### config.mk
export PLATFORM = sky130hd
export DESIGN_NAME = score_render
export DESIGN_NICKNAME = d
export VERILOG_FILES = /design/src/rtl/dino_pkg.sv /design/src/rtl/digit_font.sv /design/src/rtl/score_render.sv
export SDC_FILE = /design/constraint.sdc
export NUM_CORES = 1
export LEC_CHECK = 0
export ABC_AREA = 0
export CAP_MARGIN = 20
export CORE_MARGIN = 3
export CORE_UTILIZATION = 40
export CTS_CLUSTER_SIZE = 24
export DETAILED_ROUTE_END_ITERATION = 12
export PLACE_DENSITY = 0.58
export SLEW_MARGIN = 20
export SYNTH_ARGS = -nofsm -noshare
export SYNTH_HDL_FRONTEND = slang
export SYNTH_SLANG_ARGS = --single-unit
### constraint.sdc
create_clock -name clk -period 3.7 [get_ports clk]
set_input_delay 0.925 -clock clk [delete_from_list [all_inputs] [get_ports clk]]
set_output_delay 0.925 -clock clk [all_outputs]
set_load 0.01 [all_outputs]
### src/rtl/dino_pkg.sv
// Shared constants and FSM state type for the score display blocks.
package dino_pkg;
  localparam int GLYPH_W     = 5;
  localparam int GLYPH_H     = 7;
  localparam int DIGIT_PITCH = 6;
  localparam int NUM_DIGITS  = 4;

  typedef enum logic {
    IDLE  = 1'b0,
    FLASH = 1'b1
  } state_t;
endpackage

### src/rtl/digit_font.sv
// Combinational 5x7 glyph ROM for decimal digits; row 0 is the top row, col 0 the left column.
module digit_font
  import dino_pkg::*;
(
  input  logic [3:0] digit,
  input  logic [2:0] row,
  input  logic [2:0] col,
  output logic       lit
);

  logic [34:0] glyph;
  logic [5:0]  idx;
  logic        valid;

  always_comb begin
    glyph = '0;
    case (digit)
      4'd0: glyph = {5'b01110, 5'b10001, 5'b10011, 5'b10101, 5'b11001, 5'b10001, 5'b01110};
      4'd1: glyph = {5'b00100, 5'b01100, 5'b00100, 5'b00100, 5'b00100, 5'b00100, 5'b01110};
      4'd2: glyph = {5'b01110, 5'b10001, 5'b00001, 5'b00010, 5'b00100, 5'b01000, 5'b11111};
      4'd3: glyph = {5'b11111, 5'b00010, 5'b00100, 5'b00010, 5'b00001, 5'b10001, 5'b01110};
      4'd4: glyph = {5'b00010, 5'b00110, 5'b01010, 5'b10010, 5'b11111, 5'b00010, 5'b00010};
      4'd5: glyph = {5'b11111, 5'b10000, 5'b11110, 5'b00001, 5'b00001, 5'b10001, 5'b01110};
      4'd6: glyph = {5'b00110, 5'b01000, 5'b10000, 5'b11110, 5'b10001, 5'b10001, 5'b01110};
      4'd7: glyph = {5'b11111, 5'b00001, 5'b00010, 5'b00100, 5'b01000, 5'b01000, 5'b01000};
      4'd8: glyph = {5'b01110, 5'b10001, 5'b10001, 5'b01110, 5'b10001, 5'b10001, 5'b01110};
      4'd9: glyph = {5'b01110, 5'b10001, 5'b10001, 5'b01111, 5'b00001, 5'b00010, 5'b01100};
      default: glyph = '0;
    endcase
  end

  // Row r occupies bits [34-5r -: 5], left column in the MSB of each row.
  always_comb begin
    valid = (digit <= 4'd9) && (row <= 3'(GLYPH_H - 1)) && (col <= 3'(GLYPH_W - 1));
    idx   = 6'd34 - (6'(row) * 6'd5) - 6'(col);
    lit   = 1'b0;
    if (valid) lit = glyph[idx];
  end

endmodule

### src/rtl/score_render.sv
// Frame-synchronous BCD score renderer: per-frame snapshot, milestone flash FSM and a
// two-stage pixel pipeline from beam position to a registered glyph-on bit.
module score_render
  import dino_pkg::*;
#(
  parameter logic [9:0] X0           = 10'd560,
  parameter logic [9:0] Y0           = 10'd16,
  parameter int         SCALE_SH     = 1,
  parameter bit         LZ_BLANK     = 1'b1,
  parameter int         FLASH_FRAMES = 48
) (
  input  logic        clk,
  input  logic        rst,
  input  logic        game_tick,
  input  logic [15:0] score,
  input  logic [9:0]  hpos,
  input  logic [9:0]  vpos,
  output logic        pixel_on,
  output logic        flashing
);

  localparam int         CW    = $clog2(FLASH_FRAMES + 1);
  localparam logic [9:0] BOX_W = 10'((NUM_DIGITS * DIGIT_PITCH) << SCALE_SH);
  localparam logic [9:0] BOX_H = 10'(GLYPH_H << SCALE_SH);

  state_t        state;
  logic [15:0]   disp_q;
  logic [15:0]   flash_val;
  logic [CW-1:0] frame_cnt;
  logic          milestone;

  assign milestone = (score[7:0] == 8'h00) && (score != 16'h0000) && (score != disp_q);

  always_ff @(posedge clk) begin
    if (rst) begin
      state     <= IDLE;
      disp_q    <= 16'h0000;
      flash_val <= 16'h0000;
      frame_cnt <= '0;
      flashing  <= 1'b0;
    end else if (game_tick) begin
      case (state)
        IDLE: begin
          disp_q <= score;
          if (milestone) begin
            flash_val <= score;
            frame_cnt <= '0;
            state     <= FLASH;
            flashing  <= 1'b1;
          end
        end
        FLASH: begin
          // The counter stops at FLASH_FRAMES because the FSM leaves FLASH on that tick.
          frame_cnt <= frame_cnt + 1'b1;
          if (frame_cnt == CW'(FLASH_FRAMES - 1)) begin
            disp_q   <= score;
            state    <= IDLE;
            flashing <= 1'b0;
          end
        end
        default: state <= IDLE;
      endcase
    end
  end

  logic [9:0]  hx, vy;
  logic        in_box;
  logic [4:0]  cell_c;
  logic [1:0]  dig;
  logic [4:0]  dig_base;
  logic [2:0]  gc, gr;
  logic [15:0] val;
  logic [3:0]  nib;
  logic        lead_zero, visible, blank;

  always_comb begin
    hx     = hpos - X0;
    vy     = vpos - Y0;
    in_box = (hpos >= X0) && (vpos >= Y0) && (hx < BOX_W) && (vy < BOX_H);
    cell_c = 5'(hx >> SCALE_SH);
    gr     = 3'(vy >> SCALE_SH);
    if (cell_c < 5'd6) begin
      dig = 2'd0; dig_base = 5'd0;
    end else if (cell_c < 5'd12) begin
      dig = 2'd1; dig_base = 5'd6;
    end else if (cell_c < 5'd18) begin
      dig = 2'd2; dig_base = 5'd12;
    end else begin
      dig = 2'd3; dig_base = 5'd18;
    end
    gc  = 3'(cell_c - dig_base);
    val = (state == FLASH) ? flash_val : disp_q;
    case (dig)
      2'd0: begin nib = val[15:12]; lead_zero = (val[15:12] == 4'h0); end
      2'd1: begin nib = val[11:8];  lead_zero = (val[15:8]  == 8'h00); end
      2'd2: begin nib = val[7:4];   lead_zero = (val[15:4]  == 12'h000); end
      default: begin nib = val[3:0]; lead_zero = 1'b0; end
    endcase
    visible = (state == IDLE) || !frame_cnt[3];
    blank   = (nib > 4'd9) || (gc == 3'd5) || !visible || (LZ_BLANK && lead_zero);
  end

  // Stage 1: geometry decode and digit selection
  logic       vld_p1;
  logic       blank_p1;
  logic [3:0] nib_p1;
  logic [2:0] gc_p1, gr_p1;

  always_ff @(posedge clk) begin
    if (rst) vld_p1 <= 1'b0;
    else     vld_p1 <= in_box;
  end

  always_ff @(posedge clk) begin
    blank_p1 <= blank;
    nib_p1   <= nib;
    gc_p1    <= gc;
    gr_p1    <= gr;
  end

  logic font_lit;

  digit_font u_font (
    .digit (nib_p1),
    .row   (gr_p1),
    .col   (gc_p1),
    .lit   (font_lit)
  );

  // Stage 2: glyph lookup and final pixel register
  always_ff @(posedge clk) begin
    if (rst) pixel_on <= 1'b0;
    else     pixel_on <= vld_p1 & ~blank_p1 & font_lit;
  end

endmodule

Word level (Yosys, flattened, before mapping)
Memory sizes are Yosys's and may differ from the RTL's. A register that Yosys moved wholly into a read port is not among the register bits.
Index checks and enable logic that the tools add are counted.
- reduce and logical (&&, ||, !) cells: 23
- $mul: 1
- add/subtract/negate cells: 6
- bitwise operators: 4
- order comparisons: 12
- muxes and demuxes: 22
- equality and inequality tests: 7
- operators with widths (cell ; count):
    16-bit 2-to-1 mux ; 2
    16-bit one-hot mux with 2 select lines ; 1
    8-bit zero test ; 2
    16-bit != test ; 1
    16-bit nonzero test ; 1
    12-bit zero test ; 1
    4-bit one-hot mux with 3 select lines ; 1
    6-bit one-hot mux with 2 select lines ; 1
    10-bit greater-or-equal comparator, second input constant ; 1
    10-bit by 5-bit greater-or-equal comparator with 1-bit output, second input constant ; 1
    10-bit by 4-bit < comparator with 1-bit output, second input constant ; 1
    10-bit by 6-bit < comparator with 1-bit output, second input constant ; 1
    10-bit subtractor, second input constant ; 1
    10-bit by 5-bit subtractor with 10-bit output, second input constant ; 1
    3-bit 2-to-1 mux ; 3
    1-bit logical AND ; 7
    6-bit by 7-bit < comparator with 1-bit output, second input constant ; 1
    1-bit 2-to-1 mux ; 7
    6-bit by 1-bit adder with 6-bit output, second input constant ; 1
    1-bit binary-select mux with 6-bit select ; 1
    6-bit equality test, second input constant ; 1
    3-bit less-or-equal comparator, second input constant ; 2
    3-bit by 3-bit multiplier with 6-bit output, second input constant ; 1
    6-bit 2-to-1 mux ; 1
    24 further kinds ; 34
- register bits after elaboration: 53
- memories: 1
- memory bits (read-only): 560
- memories (memory ; words ; bits a word ; read ports ; clocked after Yosys merged registers in ; write ports ; line ; source):
    (name not given) ; 16 ; 35 ; 1 ; 1 ; 0 ; digit_font.sv:17 ; case (digit)

Logic depth before layout (Yosys ltp)
Gate-level depths: netlist of the first run.
- depth in word-level cells: 11
- gate-level depth with buffers: 13
- gate-level depth less buffers: 12

Cells and area by module
A second synthesis of the first run with hierarchy kept.
- cells, all modules: 445
- area, all modules: 3708.6 um^2
- modules (own cells, without submodules) (module ; area an instance (um^2) ; seq. area each (um^2) ; instances ; cells each):
    score_render ; 2710.1 ; 1061.0 ; 1 ; 300
    digit_font ; 998.5 ; 0.0 ; 1 ; 145

Least setup slack after synthesis of the first run
OpenSTA, ideal clock, no wires.
- kind: input -> register
- from: input hpos[4]
- to: register blank_p1
- required time: 3578 ps
- slack: 704 ps
- arrival: 2874 ps
- setup time: 122 ps
- stages: 10
- buffers on the path: 1
- cells stage by stage: inv_1 ha_1 clkbuf_1 o21a_1 a2111o_1 a31o_2 inv_1 ha_1 o21ai_1 a221o_1
- cells in the longest elaborated chain, start to end: 11
- elaborated cells on any way between the ends: 21
- those cells by class: add/sub (2); order compare (4); eq/ne (3); mux (8); reduce/logical (4)
- ends and longest elaborated chain (item ; line ; source):
    start: declaration ; score_render.sv:16 ; input logic [9:0] hpos,
    10-bit subtractor (*) ; score_render.sv:77 ; hx = hpos - X0;
    5-bit < comparator ; score_render.sv:86 ; end else if (cell_c < 5'd18) begin
    1-bit 2-to-1 mux ; score_render.sv:86 ;
    2-bit 2-to-1 mux ; score_render.sv:84 ; end else if (cell_c < 5'd12) begin
    2-bit 2-to-1 mux (*) ; score_render.sv:82 ; if (cell_c < 5'd6) begin
    2-bit equality test, or another cell as far along ; score_render.sv:93 ; case (dig)
    4-bit one-hot mux with 3 select lines (*) ; score_render.sv:93 ;
    named net nib[1] ; score_render.sv:73 ; logic [3:0] nib;
    4-bit > comparator (*) ; score_render.sv:100 ; blank = (nib > 4'd9) || (gc == 3'd5) || !visible || (LZ_BLANK && lead_zero);
    1-bit logical OR (*) (3 in a row) ; score_render.sv:100 ;
    named net blank ; score_render.sv:74 ; logic lead_zero, visible, blank;
    end signal: assignment ; score_render.sv:115 ; blank_p1 <= blank;
    end: declaration ; score_render.sv:105 ; logic blank_p1;
Mark *: on every way through the listed nets, which the timed path passes. The rest lies on a longest branch.
A chain may end at the register's enable or synchronous reset.

Worst setup path in the final report of the first run
- from: input hpos[5]
- to: register u_font.glyph[13] (netlist name)
- cells in the longest elaborated chain, start to end: 7
- elaborated cells on any way between the ends: 11
- those cells by class: add/sub (1); order compare (3); eq/ne (2); mux (4); reduce/logical (1)
- ends and longest elaborated chain (item ; line):
    10-bit subtractor (*) ; score_render.sv:77
    5-bit < comparator ; score_render.sv:86
    1-bit 2-to-1 mux ; score_render.sv:86
    2-bit 2-to-1 mux ; score_render.sv:84
    2-bit 2-to-1 mux (*) ; score_render.sv:82
    2-bit equality test, or another cell as far along ; score_render.sv:93
    4-bit one-hot mux with 3 select lines (*) ; score_render.sv:93
    named net nib[1] ; score_render.sv:73
Marked as above.

==> impl_metrics.toml, run 1 <==
[worst_hold_path]
hold_class = "flop to flop"
holdPathStages = 1
holdPathEnd = "flash_val[0]$_SDFFE_PP0P_"
min-delay-start = "flash_val[0]$_SDFFE_PP0P_"

[grt]
track_usage_pct = 16.92
antenna_found_initial = 0
grt_remaining_overflow = 0
grt_pass1_wl_mm = 15.50
grt_max_degree = 30
first_global_vias = 3207

[synth]
synth_area_leader_cell = "dfxtp_1"
seq_area_frac_synth_pct = 39.80
yosys-top-cells-area = "dfxtp_1, mux2i_1, ha_1"
async_flop_share_pct = 0
yosys_register_bits = 83
synth_top_cell_area_share_pct = 39.80
synth.distinct_cells = 61
synth-edff-count = 0
syn-instance-count = 451
syn_area_um2 = 4175
syn_avg_cell_area_um2 = 9.258
ys.flop_type = "dfxtp_1"
ys_warn_count = 0
synth_fp_nets = 514

[route]
wire_per_inst_um = 14.94
route.vias.total = 3269
ant_nets = 0
vias_per_cell = 5.214
drc = 0
firstDrtPassIters = 4
wirelength_mm = 9.370
dr.first_iter.drc_count = 172

[place]
dpl-instance-area_um2 = 4712
io_buffers = 38
hpwlAfterDp_mm = 7.139
gp_congestion = 0.8423

[pwr]
vdd_drop_max_mv = 0.2038
power_density_nw_per_um2 = 470.8
p_leak_nw = 1.849

[cts]
cts_buffers = 9
clkLatencyLatePin_ps = 350
clock-sinks = 83
cts_buffer_depth = 2
path_clk_slew_ps = 90
cts.repair.resized = 0
htree_levels = 3
post-cts-setup-buffers = 0
cts_tree = "yes"
ctsHoldBuffers = 0
root_buffer = "clkbuf_8"

[cells_and_area]
n_fill_cell = 963
area_delta_synth_final_pct = 17.20
mostFrequentLayoutCells = "dfxtp_1, nand2_1, clkdlybuf4s50_1"
nets = 552
drive_above_1_share_pct = 9.919
layout_commonest_cell = "dfxtp_1"
insertedDiodeCount = 0
fin_area_um2 = 4893

[job]
maxCapViolCount = 0

[worst_setup_path]
crit-reg2reg-launch = "gc_p1[2]$_DFF_P_"
max_stage_delay_ps = 540
critical_path.cell_chain = "clkdlybuf4s50_1 -> inv_1 -> ha_1 -> o21a_2 -> o21a_1 -> a2111o_1 -> a31o_2 -> inv_1 -> ha_1 -> a21oi_1 -> a21boi_1"
endpoint_kind = "flop"
critPathSlowestCell = "clkdlybuf4s50_1"
arrival_ps = 3560
reg2reg_depth = 9
cp-start-kind = "input pin"
cp_max_fo = 7
r2r_slack_ps = 780
reg2reg_to = "pixel_on$_SDFF_PP0_"
critPathRequiredTime_ps = 3980
path_class = "input pin to flop"

[floorplanning]
core_region_area_um2 = 9955
start_util_pct = 41.94
io-pin-count = 41
rows = 36
die_h_um = 108.2
die_area_um2 = 11700
fp.dieW_um = 108.2

[sta]
slew_headroom_pct = 38.73
finalHoldViolCount = 0
max_freq_mhz = 305.0
finalMaxSlewViolations = 0
setup_viol = 0
finalSetupTns_ps = 0
finClkSkew_ps = 12.51
tightest_slew_ps = 917.8
grt_setup_unrepaired = "false"
timing.final.crit_share_pct = 88.60
period_needed_ps = 3278

[status]
outcome = "complete, no violations"
[worst max-delay path: cells and delay by family]
| kind | cells | cell delay [ps] |
|---|---|---|
| compound gates | 6 | 1360 |
| fa+ha+maj | 2 | 490 |
| buf+inv | 3 | 760 |
[metrics by stage]
| step | total power, mW | worst slack, ps | util [%] | std cells | hold slack (ps) |
|---|---|---|---|---|---|
| 2_1_floorplan | 1.535 | 704.1 | - | 451 | 418.6 |
| 5_1_grt | 2.464 | 280.3 | 49.16 | 627 | 494.4 |
| 3_5_place_dp | 1.728 | 66.93 | 47.34 | 611 | 447.0 |
| 6_report | 2.304 | 421.8 | 49.16 | 627 | 472.5 |
| 3_3_place_gp | 1.717 | 104.4 | 47.34 | 611 | 438.6 |
| 4_1_cts | 2.334 | 445.7 | 49.16 | 627 | 471.0 |
[cells by family after synthesis]
| kind of cell | Yosys count | share of synthesized area [%] |
|---|---|---|
| flip-flops | 83 | 39.80 |
| multiplexers | 38 | 11.51 |
| AO/OA/AOI/OAI | 100 | 15.52 |
| XOR/XNOR | 22 | 4.615 |
| AND/OR/NAND/NOR | 136 | 15.85 |
| adder cells (fa/ha/maj) | 24 | 7.552 |
| buffers and inverters | 48 | 5.154 |
[flip-flops by register name, indices dropped and copies added (netlist names)]
register,count
flash_val,16
gr_p1,3
pixel_on,1
blank_p1,1
flashing,1
frame_cnt,6
nib_p1,3
vld_p1,1
state,1
gc_p1,3
u_font.glyph,31
disp_q,16
[worst max-delay path by stage]
stage,startpoint,slack [ps],endpoint
after global placement,hpos[5],100,u_font.glyph[1]$_DFF_P_
after CTS,hpos[5],450,u_font.glyph[13]$_SDFF_PN0_
final,hpos[5],420,u_font.glyph[13]$_SDFF_PN0_
after floorplan,hpos[4],700,blank_p1$_DFF_P_
after detailed placement,hpos[4],70,blank_p1$_DFF_P_
after global routing,hpos[5],280,u_font.glyph[1]$_DFF_P_
[synthesized netlist by cell type, drive strengths merged (2+ instances only)]
cell     n
xor2     3
o21ai   18
nor4     8
ha      22
o21a     5
buf     15
nand2b   6
dfxtp   83
o211ai   3
a21o     5
nor3     4
xnor2   19
nor3b    3
nand4b   3
o31ai    2
mux4     8
a31o     3
nand3    8
a21oi   39
o32ai    4
mux2i   30
clkbuf   8
a22o     2
nor2    31
nand2   53
nor2b    2
nand4    4
fa       2
and2     8
inv     25
a31oi    5
[metal layers]
layer | vias to the layer above | wire length [µm] | track usage (%)
li1 | 1659 | - | -
met1 | 1538 | 4390 | 21.79
met2 | 63 | 4474 | 28.02
met3 | 9 | 386 | 4.299
met4 | 0 | 119 | 5.050
met5 | - | 0 | 0
[power breakdown]
group          total [mW]  internal, mW  switching, mW
clock               0.605         0.253          0.352
sequential           1.04          1.00         0.0418
combinational       0.655         0.330          0.325
total                2.30          1.59          0.718
[layout make-up]
cell class	count	area, µm²	share of cell area [%]
repair buffers	50	483.0	9.870
well taps	133	166.4	3.401
clock buffers	9	123.9	2.531
clock inverters	7	57.56	1.176
multi-input cells	320	2305	47.10
inverters	25	96.34	1.969
flip-flops and latches	83	1662	33.96
Power figures use the tool's default switching activity.
==> inputs of run 2 (changes only) <==
--- a/config.mk
+++ b/config.mk
@@ -9,7 +9,7 @@
 export CAP_MARGIN = 20
 export CORE_MARGIN = 3
 export CORE_UTILIZATION = 40
-export CTS_CLUSTER_SIZE = 24
+export CTS_CLUSTER_SIZE = 20
 export DETAILED_ROUTE_END_ITERATION = 12
 export PLACE_DENSITY = 0.58
 export SLEW_MARGIN = 20
==> results of run 2 <==
Final layout, timing and power as in run 1 (identical DEF).
==> inputs of run 3 (changes only) <==
--- a/config.mk
+++ b/config.mk
@@ -12,6 +12,7 @@
 export CTS_CLUSTER_SIZE = 20
 export DETAILED_ROUTE_END_ITERATION = 12
 export PLACE_DENSITY = 0.58
+export SKIP_LAST_GASP = 1
 export SLEW_MARGIN = 20
 export SYNTH_ARGS = -nofsm -noshare
 export SYNTH_HDL_FRONTEND = slang
==> results of run 3 <==
Final layout, timing and power as in run 1 (identical DEF).
